<file path="src/rtl/pipe_hazard_ctrl.sv">
// Hazard/stall sequencer for the 5-stage pipeline: boot hold, RAW/load-use freeze,
// branch flush, data-memory wait with timeout, and saturating stall/flush counters.
//
// state    | meaning
// ---------+-----------------------------------------------------------
// BOOT     | post-reset hold, freeze+flush asserted for BOOT_CYCLES edges
// RUN      | normal issue; hazard/branch/memory outputs decoded from inputs
// MEM_WAIT | data-memory access outstanding, whole pipe stalled

module pipe_hazard_ctrl #(
  parameter bit FORWARDING  = 1'b0,
  parameter int BOOT_CYCLES = 4,
  parameter int MEM_TIMEOUT = 64,
  parameter int CNT_W       = 16
) (
  input  logic             clk,
  input  logic             rst,
  input  logic             id_valid,
  input  logic [3:0]       id_src1,
  input  logic [3:0]       id_src2,
  input  logic             id_two_src,
  input  logic [3:0]       exe_dest,
  input  logic             exe_wb_en,
  input  logic             exe_mem_read,
  input  logic [3:0]       mem_dest,
  input  logic             mem_wb_en,
  input  logic             branch_taken,
  input  logic             mem_req,
  input  logic             mem_ready,
  output logic             freeze,
  output logic             flush,
  output logic             stall,
  output logic             mem_err,
  output logic [CNT_W-1:0] stall_cnt,
  output logic [CNT_W-1:0] flush_cnt
);

  localparam int BOOT_W = (BOOT_CYCLES > 1) ? $clog2(BOOT_CYCLES) : 1;
  localparam int WAIT_W = $clog2(MEM_TIMEOUT);
  localparam logic [BOOT_W-1:0] BOOT_LAST = BOOT_W'(BOOT_CYCLES - 1);
  localparam logic [WAIT_W-1:0] WAIT_LAST = WAIT_W'(MEM_TIMEOUT - 1);

  typedef enum logic [1:0] {
    ST_BOOT     = 2'd0,
    ST_RUN      = 2'd1,
    ST_MEM_WAIT = 2'd2
  } state_t;

  state_t              state, state_nxt;
  logic [BOOT_W-1:0]   boot_cnt, boot_cnt_nxt;
  logic [WAIT_W-1:0]   wait_cnt, wait_cnt_nxt;
  logic [WAIT_W-1:0]   wait_inc;
  logic                err_set;
  logic                mem_busy;
  logic                hazard;
  logic                src1_exe, src2_exe, src1_mem, src2_mem;

  assign mem_busy = mem_req & ~mem_ready;
  assign wait_inc = wait_cnt + 1'b1;

  assign src1_exe = (exe_dest == id_src1);
  assign src2_exe = id_two_src & (exe_dest == id_src2);
  assign src1_mem = (mem_dest == id_src1);
  assign src2_mem = id_two_src & (mem_dest == id_src2);

  // With forwarding only a load in EXE cannot be bypassed in time.
  always_comb begin
    hazard = 1'b0;
    if (FORWARDING) begin
      hazard = exe_mem_read & (src1_exe | src2_exe);
    end else begin
      hazard = (exe_wb_en & (src1_exe | src2_exe)) |
               (mem_wb_en & (src1_mem | src2_mem));
    end
    hazard = hazard & id_valid;
  end

  always_ff @(posedge clk or negedge rst) begin
    if (!rst) begin
      state    <= ST_BOOT;
      boot_cnt <= '0;
      wait_cnt <= '0;
      mem_err  <= 1'b0;
    end else begin
      state    <= state_nxt;
      boot_cnt <= boot_cnt_nxt;
      wait_cnt <= wait_cnt_nxt;
      if (err_set) begin
        mem_err <= 1'b1;
      end
    end
  end

  always_comb begin
    state_nxt    = state;
    boot_cnt_nxt = boot_cnt;
    wait_cnt_nxt = wait_cnt;
    err_set      = 1'b0;
    case (state)
      ST_BOOT: begin
        if (boot_cnt == BOOT_LAST) begin
          state_nxt = ST_RUN;
        end else begin
          boot_cnt_nxt = boot_cnt + 1'b1;
        end
      end
      ST_RUN: begin
        if (mem_busy) begin
          state_nxt    = ST_MEM_WAIT;
          wait_cnt_nxt = '0;
        end
      end
      ST_MEM_WAIT: begin
        // A ready arriving on the last allowed cycle still completes normally.
        if (mem_ready) begin
          state_nxt = ST_RUN;
        end else if (wait_inc == WAIT_LAST) begin
          state_nxt = ST_RUN;
          err_set   = 1'b1;
        end else begin
          wait_cnt_nxt = wait_inc;
        end
      end
      default: begin
        state_nxt = ST_BOOT;
      end
    endcase
  end

  always_comb begin
    freeze = 1'b0;
    flush  = 1'b0;
    stall  = 1'b0;
    case (state)
      ST_BOOT: begin
        freeze = 1'b1;
        flush  = 1'b1;
      end
      ST_RUN: begin
        if (mem_busy) begin
          stall = 1'b1;
        end else if (branch_taken) begin
          flush = 1'b1;
        end else begin
          freeze = hazard;
        end
      end
      ST_MEM_WAIT: begin
        stall = 1'b1;
      end
      default: begin
        freeze = 1'b1;
        flush  = 1'b1;
      end
    endcase
  end

  always_ff @(posedge clk or negedge rst) begin
    if (!rst) begin
      stall_cnt <= '0;
      flush_cnt <= '0;
    end else begin
      if ((stall | freeze) && (stall_cnt != '1)) begin
        stall_cnt <= stall_cnt + 1'b1;
      end
      if (flush && (flush_cnt != '1)) begin
        flush_cnt <= flush_cnt + 1'b1;
      end
    end
  end

endmodule
</file>
<file path="config.mk">
export PLATFORM = sky130hd
export DESIGN_NAME = pipe_hazard_ctrl
export DESIGN_NICKNAME = d
export VERILOG_FILES = /design/src/rtl/pipe_hazard_ctrl.sv
export SDC_FILE = /design/constraint.sdc
export NUM_CORES = 1
export LEC_CHECK = 0
export BUFFER_PORTS_ARGS = -buffer_cell sky130_fd_sc_hd__buf_2
export CORE_UTILIZATION = 55
export DETAILED_ROUTE_END_ITERATION = 10
export PLACE_DENSITY = 0.83
export SYNTH_ARGS = -nofsm -noshare
export SYNTH_HDL_FRONTEND = slang
export SYNTH_SLANG_ARGS = --single-unit
</file>
<file path="constraint.sdc">
create_clock -name clk -period 6.2 [get_ports clk]
set_clock_uncertainty 0.2 [all_clocks]
set_input_delay 0.62 -clock clk [delete_from_list [all_inputs] [get_ports clk]]
set_output_delay 0.62 -clock clk [all_outputs]
set_load 0.02 [all_outputs]
</file>
# After elaboration in Yosys (flattened, before gate mapping)
# Index checks and enable logic that the tools add are counted.
# word_totals
reg_bits	43
out_inout_bits	36
# op_classes
add_sub_neg	4
n_eq_ne	15
n_mux	20
bitwise	12
n_reduce_logical	7
# op_table
cell	count
16-bit by 1-bit adder with 16-bit output (second input constant)	2
16-bit inequality test (second input constant)	2
6-bit two-way mux	3
4-bit equality test	4
6-bit one-hot mux with 2 select lines	1
1-bit two-way mux	8
2-bit two-way mux	4
2-bit inequality test (second input constant)	4
6-bit by 1-bit adder with 6-bit output (second input constant)	1
1-bit AND	6
6-bit equality test (second input constant)	1
1-bit one-hot mux with 2 select lines	3
2-bit one-hot mux with 3 select lines	1
2-bit equality test (second input constant)	2
1-bit bitwise OR	4
4-bit AND reduction	1
3-bit inequality test (second input constant)	1
3-bit AND reduction	1
2-bit by 1-bit adder with 2-bit output (second input constant)	1
2-bit by 1-bit equality test with 1-bit output (second input constant)	1
1-bit logical AND	2
2-bit zero test	1
1-bit NOT	2
2-bit AND reduction	1
2-bit nonzero test	1

# Logic depth before layout (Yosys ltp)
# logic_depth
ltp_word	11
mapped_depth	9

# Worst setup path before layout
# OpenSTA, ideal clock, no wires.
# synth_path
kind	input -> output
start	in mem_dest[1]
end	out freeze
t_arrival_ps	1664
required_ps	5380
slack_ps	3716
cell_stages	5
path_buffers	0
cell_sequence	inv_1 -> a222oi_1 -> nor4b_2 -> nor4_2 -> o22ai_1
# synth_between
elab_chain_len	9
elab_cells_between_ends	10
classes_between	eq/ne (2); mux (3); bitwise (5)
# synth_lines
element	line	rtl
start: declaration	25	input logic [3:0] mem_dest,
4-bit equality test	64	assign src2_mem = id_two_src & (mem_dest == id_src2);
1-bit AND	64	
1-bit bitwise OR (*)	73	(mem_wb_en & (src1_mem | src2_mem));
1-bit AND (*)	73	
1-bit bitwise OR (*)	72	hazard = (exe_wb_en & (src1_exe | src2_exe)) |
1-bit AND (*)	75	hazard = hazard & id_valid;
1-bit two-way mux (*)	142	end else if (branch_taken) begin
1-bit two-way mux (*)	140	if (mem_busy) begin
1-bit one-hot mux with 2 select lines (*)	134	case (state)
end: declaration	30	output logic freeze,
# Every way passes the cells marked *; elsewhere a longest branch is shown, timed or not.

# Worst setup path in the final report
# layout_path
start	reg state[0]
end	out flush
# layout_between
elab_chain_len	2
elab_cells_between_ends	3
classes_between	eq/ne (2); mux (1)
# layout_lines
element	line	rtl
start: declaration	49	state_t state, state_nxt;
start signal: assignment	85	state <= state_nxt;
2-bit equality test or 2-bit by 1-bit equality test with 1-bit output (tied branches)	134	
1-bit one-hot mux with 2 select lines (*)	134	
end: declaration	31	output logic flush,
# Marks and branches as above.

==> results_dict.tcl <==
set metrics [dict create \
    synth_edf_count 0 \
    synth_ff_type "dfrtp_1" \
    drt-total-wl_mm 4.64 \
    grt_pass1_vias 1771 \
    setup_viol 0 \
    r2r-end "stall_cnt[1]" \
    netlist_instances 223 \
    cts_tree "done" \
    reg2reg_from "state[1]" \
    drcViolationCount 0 \
    drive_above_1_share_pct 29.0 \
    clock_sinks 43 \
    critPathCapture "flush" \
    io_pins 62 \
    critPathSlowestCell "ha_1" \
    die_h_um 68.2 \
    placed_cells 328 \
    drt-initial-drc-count 70 \
    grt_max_degree 44 \
    finalPower_w 0.00104 \
    wl_per_cell_um 13.8 \
    final_nets 319 \
    clock_path_buffers 2 \
    dpl.hpwl_mm 3.50 \
    clk_latency_ns 0.30 \
    syn_area_mm2 0.00241 \
    routed.top_layer "met4" \
    path_max_fanout 15 \
    hold_violations 0 \
    fmax_ghz 0.328 \
    vias_per_cell 5.65 \
    ys_top_cells_by_area "dfrtp_1 45%, xnor2_1 11%, xor2_1 4.7%" \
    gr-total-overflow 0 \
    syn-num-nets 257 \
    cp-end-kind "primary output" \
    cts_inserted_buffers 5 \
    arrival_ns 2.23 \
    antenna_left 0 \
    post-route-period-util_pct 49.2 \
    synth.largest_area_cell "dfrtp_1" \
    drv_slew 0 \
    hold_path.class "primary input to asynchronous set/reset pin" \
    combPwrFrac_pct 43.8 \
    maxSlewHeadroom_pct 39.2 \
    worst_pin_slew_ns 0.912 \
    crit_top_cell "inv_1" \
    p_leak_nw 1.32 \
    path_cells "inv_1 -> ha_1 -> nor2_1 -> a31oi_1 -> inv_1 -> buf_2" \
    crit_path_max_incr_delay_ns 0.53 \
    p_sw_share_pct 42.9 \
    reg2reg_depth 7 \
    ir_worst_vdd_uv 182 \
    switchingPower_w 0.000446 \
    synth_common_cells "43 x dfrtp_1, 30 x xnor2_1, 17 x nand2_1, 13 x nand4_1, 13 x xor2_1" \
    power.density_mw_per_mm2 368 \
    grt_usage_pct 21.1 \
    syn2layout_area_growth_pct 17.1 \
    rsz0062_at_grt "no" \
    met3_length_um 214 \
    numPortBuffers 60 \
    synth_cell_types 50 \
    wl_met2_mm 2.35 \
    yosysWarnings 0 \
    seq_area_frac_synth_pct 44.6 \
    utilization_pct 68.6 \
    fin_crit_ns 3.05 \
    tns_ns 0 \
    initial_core_util_pct 58.6 \
    antenna_found_initial 0 \
    seqPwrFrac_pct 39.5 \
    dieArea_mm2 0.00465 \
    startpoint "state[0]" \
    final_cells 336 \
    r2r_setup_slack_ns 3.66 \
    cp.required_ns 5.38 \
    startpoint_type "flip-flop" \
    internal_power_w 0.000593 \
    die_w_um 68.2 \
    syn_avg_cell_area_um2 10.8 \
    place.gp.congestion 0.765 \
    path_class "flip-flop to primary output" \
    synthArstFlopShare_pct 100 \
    htreeDepth 2 \
    fp-row-count 23 \
    hold_buffers 0 \
    finalWorstSetupSlack_ns 3.15 \
    p_clk_share_pct 16.7 \
    clk_pin_slew_ns 0.08 \
    yosys.area.top_type_share_pct 44.6 \
    num_antenna_cells 0 \
    postCtsSetupRepairBufs 0 \
    yosysMostFrequentCell "dfrtp_1" \
    wl_met1_mm 1.98 \
    firstDrtPassIters 5 \
    cap_violations 0 \
    core_region_area_mm2 0.00412 \
    grt_pass1_wl_mm 7.26 \
    outcome "complete, no violations" \
    cts_root_buf "clkbuf_8" \
    pre_cts_slack_ns 3.41 \
    synth-seq-cells 43 \
    post_cts_resize_count 0 \
    route.vias.total 1900 \
]
[layout make-up]
class	count	area, um2
well taps	50	62.6
clock inverters	2	12.5
clock buffers	6	72.6
flip-flops and latches	43	1080
multi-input cells	165	1260
repair buffers	60	300
inverters	10	37.5
fillers	331	1290
[worst min path at each step]
stage / endpoint / cells after the start / slack (ns) / from
finish: flush_cnt[15] / 1 / 0.25 / rst
CTS: boot_cnt[0] / 1 / 0.28 / boot_cnt[0]
detailed placement: mem_err / 1 / 0.25 / mem_err
global placement: mem_err / 1 / 0.25 / mem_err
floorplan: boot_cnt[0] / 0 / 0.12 / rst
global route: boot_cnt[0] / 1 / 0.29 / boot_cnt[0]
[power by group through the flow]
stage	combinational (W)	clock (W)	sequential, W
6_report	0.000456	0.000174	0.000410
5_1_grt	0.000501	0.000190	0.000419
4_1_cts	0.000458	0.000178	0.000409
3_5_place_dp	0.000456	0	0.000414
3_3_place_gp	0.000441	0	0.000412
2_1_floorplan	0.000292	0	0.000459
[critical path: cells and delay by family, from the launching register on]
family,cells,cell delay (ns)
DFF,1,0.40
adders and majority gates,1,0.53
AOI/OAI and AO/OA,1,0.46
and+or+nand+nor,1,0.14
buffers and inverters,3,0.40
[cells by family (layout without fill, tap and decap cells)]
kind of cell             Yosys count  in the layout  synth area share (%)
multiplexers                       3              3                  1.40
AND/OR/NAND/NOR                   83             83                  21.7
XOR/XNOR                          43             43                  15.6
buffers and inverters             15             78                  3.01
AO/OA/AOI/OAI                     28             28                  9.44
adder cells (fa/ha/maj)            8              8                  4.15
flip-flops                        43             43                  44.6
[layer usage]
metal	track usage, %	up-vias
li1	-	920
met1	23.2	916
met2	38.2	56
met3	5.33	8
met4	8.33	0
met5	0	-
[cell usage in the layout, fill, tap and decap left out, types with 2 or more instances in the layout]
master / instances
clkbuf_8: 5
a31oi_1: 2
buf_2: 60
nor2b_1: 4
xnor2_1: 30
a22o_1: 4
o22ai_1: 2
nand3_1: 12
o21ai_0: 7
and2_1: 2
a21oi_1: 2
ha_1: 8
nor2_1: 4
nand4_1: 13
dfrtp_1: 43
nand3_2: 2
inv_1: 10
and4_1: 2
xor2_1: 13
nand2_1: 17
nand2b_1: 4
and3_1: 6
nor3_1: 2
nor4_1: 3
mux2_1: 2
[state kept, by name (all words and copies together), names as in the netlist]
signal / cells
boot_cnt: 2
mem_err: 1
state: 2
wait_cnt: 6
flush_cnt: 16
stall_cnt: 16
[per-stage QoR]
stage,hold WS [ns],instance area [um2]
2_1_floorplan,0.124,2410
6_report,0.248,2820
3_5_place_dp,0.255,2740
4_1_cts,0.281,2820
5_1_grt,0.292,2820
3_3_place_gp,0.248,2740
No activity file was read; power rests on OpenSTA's default activity.
